==> config.mk <==
export PLATFORM = sky130hd
export DESIGN_NAME = riscv_uart_tx
export DESIGN_NICKNAME = d
export VERILOG_FILES = /design/src/rtl/riscv_uart_tx.sv
export SDC_FILE = /design/constraint.sdc
export NUM_CORES = 1
export LEC_CHECK = 0
export CAP_MARGIN = 30
export CORE_UTILIZATION = 47
export CTS_CLUSTER_DIAMETER = 50
export CTS_CLUSTER_SIZE = 24
export DETAILED_ROUTE_END_ITERATION = 6
export PLACE_DENSITY = 0.73
export SETUP_SLACK_MARGIN = 0.5
export SLEW_MARGIN = 25
export SYNTH_ARGS = -nofsm -noshare
export SYNTH_HDL_FRONTEND = slang
export SYNTH_SLANG_ARGS = --single-unit
==> constraint.sdc <==
create_clock -name raw_clk -period 2.4 [get_ports raw_clk]
set_input_delay 0.24 -clock raw_clk [delete_from_list [all_inputs] [get_ports raw_clk]]
set_output_delay 0.24 -clock raw_clk [all_outputs]
set_load 0.05 [all_outputs]
==> src/rtl/riscv_uart_tx.sv <==
// Memory-mapped 8N1 UART transmitter: a small byte FIFO feeding a serializer.
// The FIFO head is popped straight into the shift register so back-to-back frames have no gap.
module riscv_uart_tx #(
    parameter int BAUD_DIV   = 868,
    parameter int FIFO_DEPTH = 8,
    parameter int CNT_W      = 4
) (
    input  logic             raw_clk,
    input  logic             rst,
    input  logic             wr_en,
    input  logic [7:0]       wr_data,
    input  logic             clr_ovf,
    output logic             tx,
    output logic             tx_busy,
    output logic             fifo_full,
    output logic             fifo_empty,
    output logic [CNT_W-1:0] fifo_count,
    output logic             overflow
);
    localparam int AW = CNT_W - 1;
    localparam logic [15:0] BIT_LAST = 16'(BAUD_DIV - 1);
    localparam logic [CNT_W-1:0] PTR_ONE = CNT_W'(1);

    typedef enum logic [1:0] {IDLE, START, DATA, STOP} state_t;

    state_t           state, state_n;
    logic [7:0]       mem [FIFO_DEPTH];
    logic [CNT_W-1:0] wr_ptr, rd_ptr;
    logic [15:0]      baud_cnt, baud_cnt_n;
    logic [2:0]       bit_idx, bit_idx_n;
    logic [7:0]       shift, shift_n;
    logic [7:0]       head;
    logic             tx_n;
    logic             pop;
    logic             push;
    logic             bit_end;

    // Pointers carry one extra wrap bit so full and empty differ only in the MSB.
    assign fifo_empty = (wr_ptr == rd_ptr);
    assign fifo_full  = (wr_ptr[AW] != rd_ptr[AW]) && (wr_ptr[AW-1:0] == rd_ptr[AW-1:0]);
    assign fifo_count = wr_ptr - rd_ptr;
    assign tx_busy    = (state != IDLE) || !fifo_empty;

    assign head    = mem[rd_ptr[AW-1:0]];
    assign bit_end = (baud_cnt == BIT_LAST);
    // A pop on the same edge frees a slot, so a full FIFO still takes the write.
    assign push    = wr_en && (!fifo_full || pop);

    always_ff @(posedge raw_clk) begin
        if (rst) begin
            state    <= IDLE;
            tx       <= 1'b1;
            baud_cnt <= '0;
            bit_idx  <= '0;
            shift    <= '0;
            wr_ptr   <= '0;
            rd_ptr   <= '0;
            overflow <= 1'b0;
        end else begin
            state    <= state_n;
            tx       <= tx_n;
            baud_cnt <= baud_cnt_n;
            bit_idx  <= bit_idx_n;
            shift    <= shift_n;
            if (push)
                wr_ptr <= wr_ptr + PTR_ONE;
            if (pop)
                rd_ptr <= rd_ptr + PTR_ONE;
            if (wr_en && !push)
                overflow <= 1'b1;
            else if (clr_ovf)
                overflow <= 1'b0;
        end
    end

    always_ff @(posedge raw_clk) begin
        if (push && !rst)
            mem[wr_ptr[AW-1:0]] <= wr_data;
    end

    always_comb begin
        state_n    = state;
        tx_n       = tx;
        baud_cnt_n = baud_cnt + 16'd1;
        bit_idx_n  = bit_idx;
        shift_n    = shift;
        pop        = 1'b0;
        case (state)
            IDLE: begin
                tx_n       = 1'b1;
                baud_cnt_n = '0;
                if (!fifo_empty) begin
                    pop     = 1'b1;
                    shift_n = head;
                    tx_n    = 1'b0;
                    state_n = START;
                end
            end
            START: begin
                if (bit_end) begin
                    baud_cnt_n = '0;
                    bit_idx_n  = '0;
                    tx_n       = shift[0];
                    state_n    = DATA;
                end
            end
            DATA: begin
                if (bit_end) begin
                    baud_cnt_n = '0;
                    if (bit_idx == 3'd7) begin
                        tx_n    = 1'b1;
                        state_n = STOP;
                    end else begin
                        shift_n   = {1'b0, shift[7:1]};
                        tx_n      = shift[1];
                        bit_idx_n = bit_idx + 3'd1;
                    end
                end
            end
            STOP: begin
                if (bit_end) begin
                    baud_cnt_n = '0;
                    if (!fifo_empty) begin
                        pop     = 1'b1;
                        shift_n = head;
                        tx_n    = 1'b0;
                        state_n = START;
                    end else begin
                        tx_n    = 1'b1;
                        state_n = IDLE;
                    end
                end
            end
            default: state_n = IDLE;
        endcase
    end
endmodule

==> flow_metrics.env, run 1 <==
export IMPL_status="complete, no violations"
export IMPL_r2r_cells=8
export IMPL_dr_pass1_iters=4
export IMPL_whs_ns=0.4681
export IMPL_antenna_found_initial=0
export IMPL_core_mm2=0.009774
export IMPL_synth_cells=366
export IMPL_ant_nets=0
export IMPL_wl_per_cell_um=16.93
export IMPL_grt_overflow=0
export IMPL_rrSetupSlack_ns=0.40
export IMPL_tritoncts="yes"
export IMPL_worst_pin_slew_ns=0.4878
export IMPL_syn_avg_cell_area_um2=12.98
export IMPL_diodes=0
export IMPL_place_gp_congestion=0.8332
export IMPL_path_class="register to register"
export IMPL_grt_max_degree=39
export IMPL_crit_slowest_cell="dfxtp_4"
export IMPL_min_period_over_period=0.8340
export IMPL_final_nets=450
export IMPL_start_kind="register"
export IMPL_ioPinCount=21
export IMPL_clockBufferDepth=2
export IMPL_synth_top_cells_by_area="edfxtp_1, dfxtp_1, mux4_2"
export IMPL_hold_path_depth=2
export IMPL_die_w_um=102.6
export IMPL_start_util=0.4862
export IMPL_synth_cell_types=48
export IMPL_maxCapViolations=0
export IMPL_yosys_area_top_type="edfxtp_1"
export IMPL_num_rows=36
export IMPL_final_common_cell="edfxtp_1"
export IMPL_clock_latency_ns=0.38
export IMPL_worstPathArrival_ns=2.10
export IMPL_hold_violations=0
export IMPL_first_global_vias=3001
export IMPL_clk_pin_slew_ns=0.11
export IMPL_wl_mm=9.512
export IMPL_cp_max_fo=8
export IMPL_max_stage_delay_ns=0.36
export IMPL_synth_yosys_warnings=0
export IMPL_cts_sinks=106
export IMPL_finalSetupTns_ns=0
export IMPL_final_max_slew_viol_count=0
export IMPL_end_kind="register"
export IMPL_die_area_mm2=0.01052
export IMPL_maxSlewHeadroom=0.6738
export IMPL_syn2layout_area_growth_pct=25.46
export IMPL_avgViaCountPerCell=5.308
export IMPL_ir_drop_mv=0.4397
export IMPL_switching_share=0.3367
export IMPL_final_cell_mix="edfxtp_1, buf_4, nor2_1, dfxtp_1, nand2_1"
export IMPL_vias=2983
export IMPL_period_minus_slack_ns=2.002
export IMPL_path_buf_inv=3
export IMPL_die_height_um=102.6
export IMPL_synth_nets=392
export IMPL_p_int_mw=3.316
export IMPL_powerDensity_mw_per_mm2=838.4
export IMPL_cpLargestDelayFamily="simple AND/OR/NAND/NOR gates"
export IMPL_synth_top_area_share=0.4044
export IMPL_yosysSeqAreaShare=0.5814
export IMPL_hold_class="register to register"
export IMPL_p_leak_nw=2.051
export IMPL_setup_viol=0
export IMPL_drive_gt1_frac=0.3543
export IMPL_root_buffer="clkbuf_8"
export IMPL_grt_pass1_wl_mm=15.34
export IMPL_cts_buffers=9
export IMPL_synth_area_mm2=0.004752
export IMPL_ctsHoldBuffers=0
export IMPL_drt_iter0_drc=148
export IMPL_netSwitchingPower_mw=1.683
export IMPL_clock_fmax_mhz=499.6
export IMPL_cpMostUsedCell="nand3b_1"
export IMPL_crit_path_cell_trace="inv_2 -> ha_4 -> nand3b_1 -> o21ai_4 -> nand3b_1 -> buf_4 -> nor3_4 -> buf_6"
export IMPL_ys_seq_elements=106
export IMPL_required_ns=2.49
export IMPL_htreeDepth=3
export IMPL_drc_errors=0
export IMPL_pwr_share_comb=0.361
export IMPL_clockPowerShare=0.218
export IMPL_skew_ns=0.01417
export IMPL_ys_flop_type="edfxtp_1"
export IMPL_post_dp_hpwl_mm=5.722
export IMPL_p_seq_frac=0.420
export IMPL_io_buffers=20
export IMPL_rsz0062_at_grt="true"
export IMPL_crit_cells=8
export IMPL_async_flop_share=0
export IMPL_gr_usage_all_layers=0.2001
export IMPL_synth_edf_count=64
cells by family after synthesis:
| kind of cell | Yosys count | synth area share |
|---|---|---|
| AO/OA/AOI/OAI | 40 | 0.05609 |
| XOR/XNOR | 18 | 0.03318 |
| adder cells (fa/ha/maj) | 14 | 0.03844 |
| buffers and inverters | 37 | 0.03712 |
| flip-flops | 106 | 0.5814 |
| multiplexers | 39 | 0.1280 |
| AND/OR/NAND/NOR | 112 | 0.1259 |
registers in the layout, summed over array words and instances, names as in the netlist, named ones only:
signal and count:
tx 1, rd_ptr 4, state 2, mem 64, wr_ptr 4, overflow 1, baud_cnt 16, bit_idx 3
shift 8
metal layers:
| metal | up-vias | share of wire | GRT usage | wire length, um |
|---|---|---|---|---|
| li1 | 1445 | - | - | - |
| met1 | 1466 | 0.42 | 0.2653 | 4039 |
| met2 | 62 | 0.52 | 0.3251 | 4940 |
| met3 | 10 | 0.042 | 0.03797 | 395 |
| met4 | 0 | 0.014 | 0.08132 | 136 |
| met5 | - | 0 | 0 | 0 |
synthesized netlist by cell type (2+ instances only):
cell	number
edfxtp_1	64
dfxtp_1	42
nor2_1	36
nand2_1	22
inv_1	21
mux4_2	16
ha_1	13
nand2b_1	13
mux2i_1	12
o21ai_0	12
a21oi_1	11
mux2_2	10
xnor2_1	10
xor2_1	8
clkbuf_1	7
nor3_1	7
nand3_1	6
nand4_1	6
and3_1	4
buf_4	4
a211o_1	3
a21o_1	3
nand3b_1	3
nor2b_1	3
o31ai_1	3
and4_1	2
clkbuf_8	2
nor4b_2	2
or3_1	2
layout make-up:
cell class	instances	area [um2]
Clock buffer	9	123.9
Inverter	21	85.08
Clock inverter	7	75.07
Timing Repair Buffer	63	638.1
Sequential cell	106	2798
Multi-Input combinational cell	223	2076
Fill cell	724	3812
Tap cell	133	166.4
metrics by stage:
step | util | instances | total power [mW] | setup WS, ns | instance area (um2)
finish | 0.6100 | 562 | 4.999 | 0.3984 | 5962
global route | 0.6100 | 562 | 5.248 | 0.3531 | 5962
CTS | 0.5982 | 557 | 4.910 | 0.4221 | 5847
detailed placement | 0.5401 | 515 | 3.656 | -0.003983 | 5279
global placement | 0.5401 | 515 | 3.621 | 0.06554 | 5279
floorplan | - | 366 | 3.294 | 0.1652 | 4930
what timing repair did:
| item | CTS | global route |
|---|---|---|
| pin swaps | 21 | 13 |
| hold endpoints to repair | 0 | 0 |
| setup buffers | 26 | 5 |
| gates resized for setup | 33 | 22 |
| setup endpoints to repair | 101 | 102 |
worst min-delay path, delay by kind of cell, from the launching register on:
family,cells,cell delay [ns]
AO/OA/AOI/OAI,1,0.06
flip-flops,1,0.33
AND/OR/NAND/NOR,1,0.04
final timing paths:
path,from,end
max reg2reg,state[1],mem[4][0]
min,overflow,overflow
min reg2reg,overflow,overflow
max,state[1],mem[4][0]
power by group through the flow:
stage | sequential (mW) | clock [mW] | combinational (mW)
global route | 2.12 | 1.20 | 1.93
global placement | 2.14 | 0 | 1.48
CTS | 2.10 | 1.12 | 1.69
detailed placement | 2.15 | 0 | 1.50
finish | 2.10 | 1.09 | 1.81
floorplan | 2.15 | 0 | 1.14
Power figures use the tool's default switching activity.
==> run 2, diff against run 1 <==
==> constraint.sdc (replaced) <==
create_clock -name raw_clk -period 1.67 [get_ports raw_clk]
set_input_delay 0.167 -clock raw_clk [delete_from_list [all_inputs] [get_ports raw_clk]]
set_output_delay 0.167 -clock raw_clk [all_outputs]
set_load 0.05 [all_outputs]
==> flow_metrics.env, run 2 (synthesis results as in run 1) <==
export IMPL_largest_reg_flops=64
export IMPL_grt_util_met1=0.2466
export IMPL_ir_drop_mv=0.8076
export IMPL_path_buf_inv=2
export IMPL_maxCapViolations=0
export IMPL_dr_pass1_iters=4
export IMPL_syn2layout_area_growth_pct=41.36
export IMPL_status="finished, violations left"
export IMPL_htreeDepth=3
export IMPL_grt_busiest_layer="met2"
export IMPL_cts_buffers=9
export IMPL_tritoncts="yes"
export IMPL_clock_fmax_mhz=481.6
export IMPL_grt_pass1_wl_mm=15.70
export IMPL_crit_slowest_cell="dfxtp_1"
export IMPL_diodes=0
export IMPL_wl_mm=10.62
export IMPL_wl_per_cell_um=17.27
export IMPL_p_leak_nw=2.397
export IMPL_core_mm2=0.009774
export IMPL_first_global_vias=3234
export IMPL_worst_pin_slew_ns=0.3912
export IMPL_antenna_found_initial=0
export IMPL_finalSetupTns_ns=-25.49
export IMPL_violations="setup timing"
export IMPL_rrSetupSlack_ns=-0.41
export IMPL_crit_cells=7
export IMPL_r2r_cells=7
export IMPL_post_dp_hpwl_mm=6.770
export IMPL_min_period_over_period=1.243
export IMPL_ctsHoldBuffers=0
export IMPL_clock_latency_ns=0.38
export IMPL_ioPinCount=21
export IMPL_drive_gt1_frac=0.4979
export IMPL_start_kind="register"
export IMPL_avgViaCountPerCell=5.320
export IMPL_vias=3272
export IMPL_ant_nets=0
export IMPL_cts_sinks=106
export IMPL_met3_usage=0.05627
export IMPL_final_util=0.6873
export IMPL_skew_ns=0.01622
export IMPL_r2r_end="mem[6][6]"
export IMPL_path_class="register to register"
export IMPL_die_height_um=102.6
export IMPL_max_stage_delay_ns=0.33
export IMPL_crit_path_cell_trace="nor3_1 -> nand4_1 -> o21ai_4 -> nand3b_1 -> buf_6 -> nor2_4 -> buf_12"
export IMPL_clockBufferDepth=2
export IMPL_drc_errors=0
export IMPL_start_util=0.4862
export IMPL_final_common_cell="edfxtp_1"
export IMPL_gr_usage_all_layers=0.2046
export IMPL_clk_pin_slew_ns=0.11
export IMPL_num_rows=36
export IMPL_final_nets=503
export IMPL_io_buffers=20
export IMPL_grt_overflow=0
export IMPL_gr_usage_met2=0.3549
export IMPL_crit_end="mem[6][6]"
export IMPL_die_area_mm2=0.01052
export IMPL_cp_max_fo=8
export IMPL_maxSlewHeadroom=0.7388
export IMPL_setup_viol=94
export IMPL_root_buffer="clkbuf_8"
export IMPL_startpoint="baud_cnt[4]"
export IMPL_end_kind="register"
export IMPL_final_cell_mix="edfxtp_1, buf_4, dfxtp_1, buf_6, nor2_1"
export IMPL_layout_setup_ws_ns=-0.4062
export IMPL_drt_iter0_drc=114
export IMPL_place_gp_congestion=0.7878
export IMPL_cpLargestDelayFamily="simple AND/OR/NAND/NOR gates"
export IMPL_grt_max_degree=24
export IMPL_die_w_um=102.6
export IMPL_r2r_start="baud_cnt[4]"
export IMPL_hold_violations=0
export IMPL_required_ns=1.77
export IMPL_rsz0062_at_grt="true"
export IMPL_hold_class="input port to register"
export IMPL_period_minus_slack_ns=2.076
export IMPL_final_max_slew_viol_count=0
export IMPL_powerDensity_mw_per_mm2=1221
export IMPL_worstPathArrival_ns=2.17
## run 2: cell types whose count changed in the layout (fill, tap and decap cells not counted), moves of 8 or more
cell     previous run  this run
o21ai_1             0         9
buf_12              6        15
o21ai_0            12         3
buf_4              29        62
nor2_1             28        20
buf_6              13        25
## run 2: worst register-to-register path: cells and delay by family, from the launching register on
| kind | cells | cell delay [ns] |
|---|---|---|
| and+or+nand+nor | 4 | 0.89 |
| buffers and inverters | 2 | 0.33 |
| DFF | 1 | 0.33 |
| AOI/OAI and AO/OA | 1 | 0.23 |
## run 2: final cells by class
cell class	count	area [um2]
inverter	21	91.34
timing repair buffer	116	1195
tap	133	166.4
fill	663	3057
multi-input combinational	223	2273
clock buffer	9	123.9
clock inverter	7	85.08
sequential	106	2783
## run 2: timing repair
item	CTS	global route
buffers inserted	16	5
resized for setup	58	48
gates cloned	1	0
pin swaps	14	17
endpoints found under the setup margin	115	114
## run 2: worst min path at each step
stage / from / cells past startpoint / slack (ns) / end
2_1_floorplan: wr_data[0] / 0 / 0.27 / mem[0][0]
3_3_place_gp: overflow / 2 / 0.44 / overflow
3_5_place_dp: overflow / 2 / 0.46 / overflow
4_1_cts: clr_ovf / 4 / 0.42 / overflow
5_1_grt: clr_ovf / 4 / 0.43 / overflow
6_report: clr_ovf / 4 / 0.42 / overflow
## run 2: where the power goes
group	switching, mW	internal [mW]
clock	0.932	0.721
combinational	1.63	1.90
sequential	0.0912	2.93
## run 2: per-layer routing
layer,wire length [um],part of all wire
met1,4496,0.42
met2,5545,0.52
met3,373,0.035
met4,205,0.019
met5,0,0
## run 2: per-stage QoR
| stage | hold WS (ns) | power (mW) | instance area [um2] | std cells | worst slack [ns] |
|---|---|---|---|---|---|
| 2_1_floorplan | 0.2659 | 4.915 | 5084 | 366 | -0.5645 |
| 3_3_place_gp | 0.4402 | 5.836 | 5996 | 577 | -0.3074 |
| 3_5_place_dp | 0.4554 | 5.891 | 5996 | 577 | -0.3627 |
| 4_1_cts | 0.4158 | 7.930 | 6506 | 610 | -0.3579 |
| 5_1_grt | 0.4288 | 8.546 | 6718 | 615 | -0.4666 |
| 6_report | 0.4239 | 8.201 | 6718 | 615 | -0.4062 |
==> run 3, diff against run 2 <==
--- a/config.mk
+++ b/config.mk
@@ -6,6 +6,7 @@
 export NUM_CORES = 1
 export LEC_CHECK = 0
 export CAP_MARGIN = 30
+export CORE_MARGIN = 8
 export CORE_UTILIZATION = 47
 export CTS_CLUSTER_DIAMETER = 50
 export CTS_CLUSTER_SIZE = 24
==> flow_metrics.env, run 3 (synthesis results as in run 1) <==
export IMPL_min_period_over_period=1.219
export IMPL_layout_setup_ws_ns=-0.3655
export IMPL_die_area_mm2=0.01358
export IMPL_drt_iter0_drc=200
export IMPL_cts_buffers=9
export IMPL_final_common_cell="edfxtp_1"
export IMPL_required_ns=1.77
export IMPL_hold_violations=0
export IMPL_p_int_mw=5.479
export IMPL_startpoint="baud_cnt[1]"
export IMPL_ir_drop_mv=0.7612
export IMPL_setup_viol=105
export IMPL_num_rows=36
export IMPL_cts_sinks=106
export IMPL_rsz0062_at_grt="true"
export IMPL_grt_pass1_wl_mm=16.68
export IMPL_multi_input_area_mm2=0.002183
export IMPL_dr_pass1_iters=4
export IMPL_final_cell_mix="edfxtp_1, buf_4, dfxtp_1, nor2_1, buf_6"
export IMPL_tritoncts="yes"
export IMPL_htreeDepth=3
export IMPL_final_nets=503
export IMPL_worstPathArrival_ns=2.13
export IMPL_start_util=0.4862
export IMPL_crit_path_cell_trace="ha_4 -> and4_4 -> nand4_1 -> o21ai_4 -> nand3b_1 -> buf_4 -> nor3_4 -> buf_12"
export IMPL_violations="setup timing"
export IMPL_cp_max_fo=8
export IMPL_clock_latency_ns=0.38
export IMPL_switching_share=0.3247
export IMPL_worst_pin_slew_ns=0.4452
export IMPL_path_class="register to register"
export IMPL_start_kind="register"
export IMPL_crit_slowest_cell="dfxtp_2"
export IMPL_drive_gt1_frac=0.4502
export IMPL_clockPowerShare=0.207
export IMPL_first_global_vias=3412
export IMPL_regArea_mm2=0.002778
export IMPL_gr_usage_all_layers=0.1626
export IMPL_wl_per_cell_um=16.94
export IMPL_largest_reg_flops=64
export IMPL_maxCapViolations=0
export IMPL_r2r_start="baud_cnt[1]"
export IMPL_clockBufferDepth=2
export IMPL_hp_start="clr_ovf"
export IMPL_avgViaCountPerCell=5.192
export IMPL_grt_overflow=0
export IMPL_antenna_found_initial=0
export IMPL_io_buffers=20
export IMPL_finalSetupTns_ns=-24.29
export IMPL_core_mm2=0.009774
export IMPL_period_minus_slack_ns=2.035
export IMPL_die_w_um=116.6
export IMPL_end_kind="register"
export IMPL_final_area_mm2=0.006636
export IMPL_hold_class="input port to register"
export IMPL_root_buffer="clkbuf_8"
export IMPL_grt_max_degree=21
export IMPL_post_dp_hpwl_mm=6.806
export IMPL_total_power_mw=8.114
export IMPL_wl_mm=10.42
export IMPL_fillers=655
export IMPL_powerDensity_mw_per_mm2=1223
export IMPL_syn2layout_area_growth_pct=39.65
export IMPL_p_leak_nw=2.387
export IMPL_placed_cell_area_mm2=0.006006
export IMPL_drc_errors=0
export IMPL_diodes=0
export IMPL_p_seq_frac=0.372
export IMPL_ant_nets=0
export IMPL_clock_fmax_mhz=491.3
export IMPL_ctsHoldBuffers=0
export IMPL_final_cells=615
export IMPL_place_gp_congestion=0.7665
export IMPL_vias=3193
export IMPL_status="finished, violations left"
export IMPL_pwr_share_comb=0.422
export IMPL_final_max_slew_viol_count=0
export IMPL_netSwitchingPower_mw=2.635
export IMPL_skew_ns=0.01365
export IMPL_dp_cells=575
export IMPL_maxSlewHeadroom=0.7028
export IMPL_max_stage_delay_ns=0.37
export IMPL_clk_pin_slew_ns=0.11
export IMPL_die_height_um=116.6
export IMPL_ioPinCount=21
export IMPL_post_place_ws_ns=-0.4289
-- run 3: changes by cell type in the layout (fill, tap and decap cells not counted), sizes merged --
cell	previous run	this run
clkinvlp	4	3
inv	22	23
-- run 3: layer usage --
metal  track usage  vias up  wire [um]
met5             0        -          0
met4       0.06911        0        271
met3       0.02947       23        402
met2        0.2955       58       5569
met1        0.1833     1560       4173
li1              -     1552          -
-- run 3: final timing paths --
check	to	slack, ns	cells after the start
min	overflow	0.47	4
min reg2reg	shift[4]	0.49	2
max	mem[4][0]	-0.37	8
max reg2reg	mem[4][0]	-0.37	8
-- run 3: final cells by class --
cell class                 instances  area share
sequential                       106      0.4186
multi-input combinational        223      0.3290
timing repair buffer             116      0.1812
tap                              133     0.02508
clock buffer                       9     0.01867
clock inverter                     7     0.01376
inverter                          21     0.01376
-- run 3: through the flow --
stage	hold WS, ns	util
2_1_floorplan	0.2659	-
3_3_place_gp	0.4453	0.6144
3_5_place_dp	0.4631	0.6144
6_report	0.4693	0.6790
5_1_grt	0.4774	0.6790
4_1_cts	0.4145	0.6633
-- run 3: critical path: cells and delay by family, from the launching register on --
kind	cells	cell delay (ns)
buffers and inverters	2	0.32
AO/OA/AOI/OAI	1	0.23
AND/OR/NAND/NOR	4	0.71
flip-flops	1	0.37
adder cells (fa/ha/maj)	1	0.14
-- run 3: power groups by stage --
stage               Combinational (mW)  Clock, mW  Sequential [mW]
finish                            3.42       1.68             3.01
global route                      3.64       1.83             3.03
CTS                               3.15       1.71             3.02
detailed placement                2.82          0             3.07
global placement                  2.76          0             3.07
floorplan                         1.81          0             3.10
-- run 3: what timing repair did --
action	in CTS	in global routing
buffers inserted	14	10
resized for setup	58	20
setup endpoints to repair	115	114
pin swaps	17	11
